[src/rtl/address_dec_burst.sv]
// Register-bank address decoder: command byte selects R/W and start address, data bytes/read requests walk the bank.
// Latency: every accepted byte or read request is answered exactly one cycle later (ack/strobe/data all registered).
// Backpressure: none; accepts a byte or read request every cycle, ignored strobes (wrong direction) get no answer.
//
// Ports:
//   clk, rst (async active-low)      clock and reset
//   rx_valid/rx_data/rx_stop/tx_req  byte, end-of-transaction and read-request strobes from the protocol FSM
//   data_received/nack               per-byte ack and out-of-range flag
//   tx_valid/tx_data                 read byte back to the protocol FSM
//   address/w_data/wr/rd/cs/q        register file interface
// Optional build macro ADDR_DEC_WRAP_EN: burst address wraps from NUM_REGS-1 to 0 instead of running modulo 2**ADDR_W.
module address_dec_burst #(
    parameter int ADDR_W   = 7,
    parameter int NUM_REGS = 122,
    parameter int AUTO_INC = 1
) (
    input  logic                     clk,
    input  logic                     rst,
    input  logic                     rx_valid,
    input  logic [7:0]               rx_data,
    input  logic                     rx_stop,
    input  logic                     tx_req,
    output logic                     data_received,
    output logic                     nack,
    output logic                     tx_valid,
    output logic [7:0]               tx_data,
    output logic [ADDR_W-1:0]        address,
    output logic [7:0]               w_data,
    output logic                     wr,
    output logic                     rd,
    output logic [NUM_REGS-1:0]      cs,
    input  logic [NUM_REGS-1:0][7:0] q
);

    localparam logic [ADDR_W:0]   NUM_REGS_W = (ADDR_W+1)'(NUM_REGS);
    localparam logic [ADDR_W-1:0] LAST_ADDR  = ADDR_W'(NUM_REGS - 1);

    typedef enum logic [1:0] {
        ST_IDLE,
        ST_WRITE,
        ST_READ
    } state_e;

    state_e            state_q, state_d;
    logic [ADDR_W-1:0] address_q, address_d;
    logic [7:0]        w_data_q, w_data_d;
    logic [7:0]        tx_data_q, tx_data_d;
    logic              wr_q, wr_d;
    logic              rd_q, rd_d;
    logic              tx_valid_q, tx_valid_d;
    logic              data_received_q, data_received_d;
    logic              nack_q, nack_d;

    logic [ADDR_W-1:0] addr_inc;
    logic [ADDR_W-1:0] addr_next;
    logic [ADDR_W-1:0] cmd_addr;
    logic              inc_pending;
    logic [7:0]        rd_byte;
    logic              cs_en;

    function automatic logic in_range(input logic [ADDR_W-1:0] a);
        return ({1'b0, a} < NUM_REGS_W);
    endfunction

    always_comb begin
        addr_inc = address_q + ADDR_W'(1);
`ifdef ADDR_DEC_WRAP_EN
        if (address_q == LAST_ADDR) begin
            addr_inc = '0;
        end
`endif
    end

    // The increment belonging to last cycle's strobe lands at the end of the
    // strobe cycle, so a back-to-back access must already target the bumped
    // address; addr_next is the address the next access will use.
    assign inc_pending = (AUTO_INC != 0) && (wr_q || rd_q);
    assign addr_next   = inc_pending ? addr_inc : address_q;
    assign cmd_addr    = rx_data[ADDR_W-1:0];

    // Read mux; addresses past the bank fall through to zero.
    always_comb begin
        rd_byte = '0;
        for (int i = 0; i < NUM_REGS; i++) begin
            if (addr_next == ADDR_W'(i)) begin
                rd_byte = q[i];
            end
        end
    end

    // Selection stays live during a strobe even if a stop already returned the
    // state to IDLE, so the last byte of a stopped burst still lands.
    assign cs_en = (state_q != ST_IDLE) || wr_q || rd_q;

    always_comb begin
        cs = '0;
        for (int i = 0; i < NUM_REGS; i++) begin
            cs[i] = cs_en && (address_q == ADDR_W'(i));
        end
    end

    always_comb begin
        state_d         = state_q;
        address_d       = addr_next;
        w_data_d        = w_data_q;
        tx_data_d       = tx_data_q;
        wr_d            = 1'b0;
        rd_d            = 1'b0;
        tx_valid_d      = 1'b0;
        data_received_d = 1'b0;
        nack_d          = 1'b0;

        unique case (state_q)
            ST_IDLE: begin
                if (rx_valid) begin
                    state_d         = rx_data[7] ? ST_WRITE : ST_READ;
                    address_d       = cmd_addr;
                    data_received_d = 1'b1;
                    nack_d          = !in_range(cmd_addr);
                end
            end
            ST_WRITE: begin
                if (rx_valid) begin
                    wr_d            = 1'b1;
                    w_data_d        = rx_data;
                    data_received_d = 1'b1;
                    nack_d          = !in_range(addr_next);
                end
            end
            ST_READ: begin
                if (tx_req) begin
                    rd_d       = 1'b1;
                    tx_valid_d = 1'b1;
                    tx_data_d  = rd_byte;
                    nack_d     = !in_range(addr_next);
                end
            end
            default: state_d = ST_IDLE;
        endcase

        if (rx_stop) begin
            state_d = ST_IDLE;
        end
    end

    always_ff @(posedge clk or negedge rst) begin
        if (!rst) begin
            state_q         <= ST_IDLE;
            address_q       <= '0;
            w_data_q        <= '0;
            tx_data_q       <= '0;
            wr_q            <= 1'b0;
            rd_q            <= 1'b0;
            tx_valid_q      <= 1'b0;
            data_received_q <= 1'b0;
            nack_q          <= 1'b0;
        end else begin
            state_q         <= state_d;
            address_q       <= address_d;
            w_data_q        <= w_data_d;
            tx_data_q       <= tx_data_d;
            wr_q            <= wr_d;
            rd_q            <= rd_d;
            tx_valid_q      <= tx_valid_d;
            data_received_q <= data_received_d;
            nack_q          <= nack_d;
        end
    end

    assign address       = address_q;
    assign w_data        = w_data_q;
    assign tx_data       = tx_data_q;
    assign wr            = wr_q;
    assign rd            = rd_q;
    assign tx_valid      = tx_valid_q;
    assign data_received = data_received_q;
    assign nack          = nack_q;

endmodule

[config.mk]
export PLATFORM = sky130hd
export DESIGN_NAME = address_dec_burst
export DESIGN_NICKNAME = d
export VERILOG_FILES = /design/src/rtl/address_dec_burst.sv
export SDC_FILE = /design/constraint.sdc
export NUM_CORES = 1
export LEC_CHECK = 0
export CAP_MARGIN = 20
export CORE_AREA = 2 2 439 441
export DETAILED_ROUTE_END_ITERATION = 7
export DIE_AREA = 0 0 441 443
export SLEW_MARGIN = 30
export SYNTH_ARGS = -nofsm -noshare
export SYNTH_HDL_FRONTEND = slang
export SYNTH_SLANG_ARGS = --single-unit
[constraint.sdc]
create_clock -name clk -period 4.1 [get_ports clk]
set_input_delay 1.23 -clock clk [delete_from_list [all_inputs] [get_ports clk]]
set_output_delay 1.23 -clock clk [all_outputs]
set_load 0.01 [all_outputs]
==> flow_results.xml <==
<?xml version="1.0" encoding="UTF-8"?>
<metrics>
  <group name="global_routing">
    <metric name="grt_max_degree" unit="">34</metric>
    <metric name="wire_length_of_the_first_global_routing_pass" unit="um">343000</metric>
    <metric name="grt_antenna_before_repair" unit="">211</metric>
    <metric name="global_route.overflow_total" unit="">0</metric>
    <metric name="first_global_vias" unit="">28100</metric>
    <metric name="groute.usage.overall" unit="">0.275</metric>
  </group>
  <group name="sta">
    <metric name="setup_slack" unit="ns">-0.0323</metric>
    <metric name="hold_violations" unit="">0</metric>
    <metric name="final-setup-viol-count" unit="">3</metric>
    <metric name="tightestPinTransition" unit="ns">0.962</metric>
    <metric name="final.setup_skew" unit="ns">0.0268</metric>
    <metric name="setup_repair_after_global_routing_missed_its_margin" unit="">true</metric>
    <metric name="slew_viol_final" unit="">0</metric>
    <metric name="post-route-min-period" unit="ns">4.13</metric>
    <metric name="fmax" unit="GHz">0.242</metric>
    <metric name="min_period_over_period" unit="">1.01</metric>
    <metric name="max-slew-margin-rel" unit="">0.356</metric>
  </group>
  <group name="logic_synthesis">
    <metric name="synth-async-reset-ratio" unit="">1.00</metric>
    <metric name="syn_nets" unit="">3045</metric>
    <metric name="sequential_element_share_of_the_synthesized_area" unit="">0.0559</metric>
    <metric name="post_synthesis_cells" unit="">2048</metric>
    <metric name="synth_area" unit="um^2">13000</metric>
    <metric name="synth.lib_cells_used.distinct" unit="">107</metric>
    <metric name="synth.ff_latch_count" unit="">29</metric>
    <metric name="synth_top_flop_cell" unit="">dfrtp_1</metric>
    <metric name="synth_edf_count" unit="">0</metric>
    <metric name="avgSynthCellArea" unit="um^2">6.34</metric>
    <metric name="yosys_warnings" unit="">0</metric>
  </group>
  <group name="clocking">
    <metric name="cts_inserted_buffers" unit="">5</metric>
    <metric name="clock_tree.buffer_depth" unit="">2</metric>
    <metric name="clkLatencyLatePin" unit="ns">0.34</metric>
    <metric name="cts_root_buffer" unit="">clkbuf_16</metric>
    <metric name="clock_sink_count" unit="">29</metric>
    <metric name="cts_tree" unit="">built</metric>
    <metric name="clk_pin_slew" unit="ns">0.07</metric>
    <metric name="cts.htree.levels" unit="">2</metric>
  </group>
  <group name="die">
    <metric name="floorplan.io_pins" unit="">1139</metric>
    <metric name="num_rows" unit="">161</metric>
    <metric name="floorplan.die_area" unit="um^2">195000</metric>
    <metric name="initial_core_util" unit="">0.0679</metric>
    <metric name="die_x" unit="um">441</metric>
    <metric name="die_h" unit="um">443</metric>
    <metric name="core_area" unit="um^2">191000</metric>
  </group>
  <group name="outcome">
    <metric name="failed_checks" unit="">negative setup slack</metric>
    <metric name="run_status" unit="">complete, but fails checks</metric>
  </group>
  <group name="placement">
    <metric name="place_inst" unit="">6182</metric>
    <metric name="dp_hpwl" unit="um">250000</metric>
    <metric name="final_estimated_routing_congestion_in_global_placement" unit="">0.985</metric>
    <metric name="pre_cts_slack" unit="ns">-0.878</metric>
    <metric name="detailed_place.area" unit="um^2">33000</metric>
    <metric name="numPortBuffers" unit="">1138</metric>
  </group>
  <group name="setup_path">
    <metric name="worst-endpoint-arrival" unit="ns">4.33</metric>
    <metric name="worst-r2r-setup-slack" unit="ns">-0.03</metric>
    <metric name="crit_type" unit="">reg2reg</metric>
    <metric name="endpoint_kind" unit="">flip-flop</metric>
    <metric name="crit_required" unit="ns">4.29</metric>
    <metric name="crit_path_max_fanout" unit="">19</metric>
    <metric name="timing.critical_path.from_type" unit="">flip-flop</metric>
  </group>
  <group name="finish">
    <metric name="net_count_final" unit="">4687</metric>
    <metric name="fill_cells" unit="">21600</metric>
    <metric name="final_cell_mix" unit="">clkdlybuf4s50_1, buf_4, nor2_1, o22ai_1, a21oi_1</metric>
    <metric name="register_area" unit="um^2">731</metric>
    <metric name="layout-drive-gt1-share" unit="">0.256</metric>
    <metric name="fin_util" unit="">0.181</metric>
    <metric name="count_of_non_filler_cells_in_the_finished_layout" unit="">6295</metric>
    <metric name="area_growth_syn_to_layout" unit="%">167</metric>
    <metric name="leading_cell_type_in_the_layout_fill_and_taps_excluded" unit="">clkdlybuf4s50_1</metric>
    <metric name="multi_input_gate_area" unit="um^2">12300</metric>
    <metric name="stdcell_area" unit="um^2">34600</metric>
  </group>
  <group name="pwr">
    <metric name="power_switching_share" unit="">0.590</metric>
    <metric name="internal_power" unit="mW">5.93</metric>
    <metric name="peakVddDrop" unit="uV">173</metric>
    <metric name="pwr-share-seq" unit="">0.033</metric>
    <metric name="share_clk_of_total_power" unit="">0.032</metric>
    <metric name="power.share.combinational" unit="">0.935</metric>
    <metric name="p_total" unit="mW">14.5</metric>
    <metric name="power.leakage" unit="nW">12.2</metric>
    <metric name="power-per-cell-area" unit="nW/um^2">418</metric>
    <metric name="switching_power" unit="mW">8.53</metric>
  </group>
  <group name="route">
    <metric name="finalWirelength" unit="um">284000</metric>
    <metric name="final_antenna_net_count" unit="">0</metric>
    <metric name="vias" unit="">29500</metric>
    <metric name="first_iter_violations" unit="">3824</metric>
    <metric name="detail_route.wl_per_cell" unit="um">45.1</metric>
    <metric name="drt_drc_violations_left" unit="">0</metric>
    <metric name="viasPerCell" unit="">4.69</metric>
    <metric name="detailedRoute.firstPassIterationCount" unit="">6</metric>
  </group>
  <group name="run">
    <metric name="maxCapViolCount" unit="">0</metric>
  </group>
  <group name="min_path">
    <metric name="min-delay-path-class" unit="">reg2reg</metric>
  </group>
</metrics>
layer usage:
layer  vias up  track usage  share of wire
li1      11700            -              -
met4       110        0.109          0.044
met3       536       0.0802          0.090
met1     15000        0.345           0.41
met5         -            0         0.0026
met2      2151        0.438           0.45
cells in the mapped netlist, types with 13 or more instances:
cell / count / area [um^2]
nor2_1: 323 / 1210
a21oi_1: 158 / 791
o22ai_1: 156 / 976
nand2_1: 153 / 574
o21ai_0: 151 / 756
buf_2: 91 / 455
a22oi_1: 78 / 586
clkbuf_1: 74 / 278
nand3_1: 60 / 300
nor3_1: 59 / 295
a221oi_1: 57 / 499
o221ai_1: 53 / 464
a221o_1: 39 / 390
a222oi_1: 39 / 390
a31oi_1: 38 / 238
dfrtp_1: 29 / 726
a211oi_1: 28 / 210
buf_1: 26 / 97.6
o211ai_1: 25 / 188
buf_4: 21 / 158
o22a_1: 20 / 175
a22o_1: 17 / 149
o2111ai_1: 17 / 149
o31ai_1: 16 / 120
nor4_1: 15 / 93.8
inv_1: 13 / 48.8
through the flow:
step,hold slack (ns),setup TNS [ns]
global route,0.527,-0.774
detailed placement,0.493,-4.91
global placement,0.465,-5.58
finish,0.495,-0.0709
floorplan,0.470,0
CTS,0.508,-0.682
kinds of logic after synthesis:
kind of cell	Yosys count	share of synthesized area
compound gates	1051	0.585
simple gates	704	0.245
buf+inv	230	0.0832
flops	29	0.0559
mux	16	0.0149
xor+xnor	10	0.00791
fa+ha+maj	8	0.00771
timing repair:
action                                 in CTS  in global routing
resized for setup                          79                127
hold buffers                                0                  0
endpoints found under the hold margin       0                  0
pin swaps                                  17                 36
setup endpoints to repair                  88                 82
gates cloned                                0                  1
setup buffers                              12                 16
final cells by class:
type                       count  area share
sequential                    29      0.0211
antenna                       78     0.00564
clock buffer                   6     0.00401
multi-input combinational   1789       0.355
tap                         2526      0.0913
inverter                      14     0.00152
clock inverter                 2    0.000398
timing repair buffer        1851       0.521
path summary, 6_finish.rpt:
path | start | to | cells after the start
max in group asynchronous | rst | address[0]$_DFF_PN0_ | 1
hold / removal | w_data[0]$_DFFE_PN0P_ | w_data[0]$_DFFE_PN0P_ | 2
setup reg to reg | address[1]$_DFF_PN0_ | tx_data[6]$_DFFE_PN0P_ | 16
setup / recovery | address[1]$_DFF_PN0_ | tx_data[6]$_DFFE_PN0P_ | 16
min in group asynchronous | rst | tx_data[0]$_DFFE_PN0P_ | 1
hold reg to reg | w_data[0]$_DFFE_PN0P_ | w_data[0]$_DFFE_PN0P_ | 2
flip-flops by register name (all words and copies together) (netlist names):
signal / count
w_data: 8
data_received: 1
tx_data: 8
state_q: 2
address: 7
tx_valid: 1
nack: 1
wr: 1
worst max-delay path: stages (launching register included):
cell and delay [ns]:
dfrtp_1 0.41, buf_4 0.17, buf_12 0.16, and3b_2 0.25, o211ai_1 0.20, buf_4 0.17, a21oi_4 0.08, buf_12 0.16
buf_4 0.19, a221o_1 0.43, a2111oi_4 0.26, buf_4 0.23, a41oi_1 0.15, nand3b_1 0.37, or3_4 0.49, a41oi_2 0.18
nor3_1 0.07
power by group through the flow:
| stage | clock (mW) | sequential, mW | combinational [mW] |
|---|---|---|---|
| 2_1_floorplan | 0 | 0.458 | 3.75 |
| 3_3_place_gp | 0 | 0.467 | 12.6 |
| 3_5_place_dp | 0 | 0.470 | 12.5 |
| 6_report | 0.468 | 0.473 | 13.5 |
| 4_1_cts | 0.484 | 0.466 | 12.9 |
| 5_1_grt | 0.487 | 0.479 | 13.7 |
No activity file was read; power rests on OpenSTA's default activity.
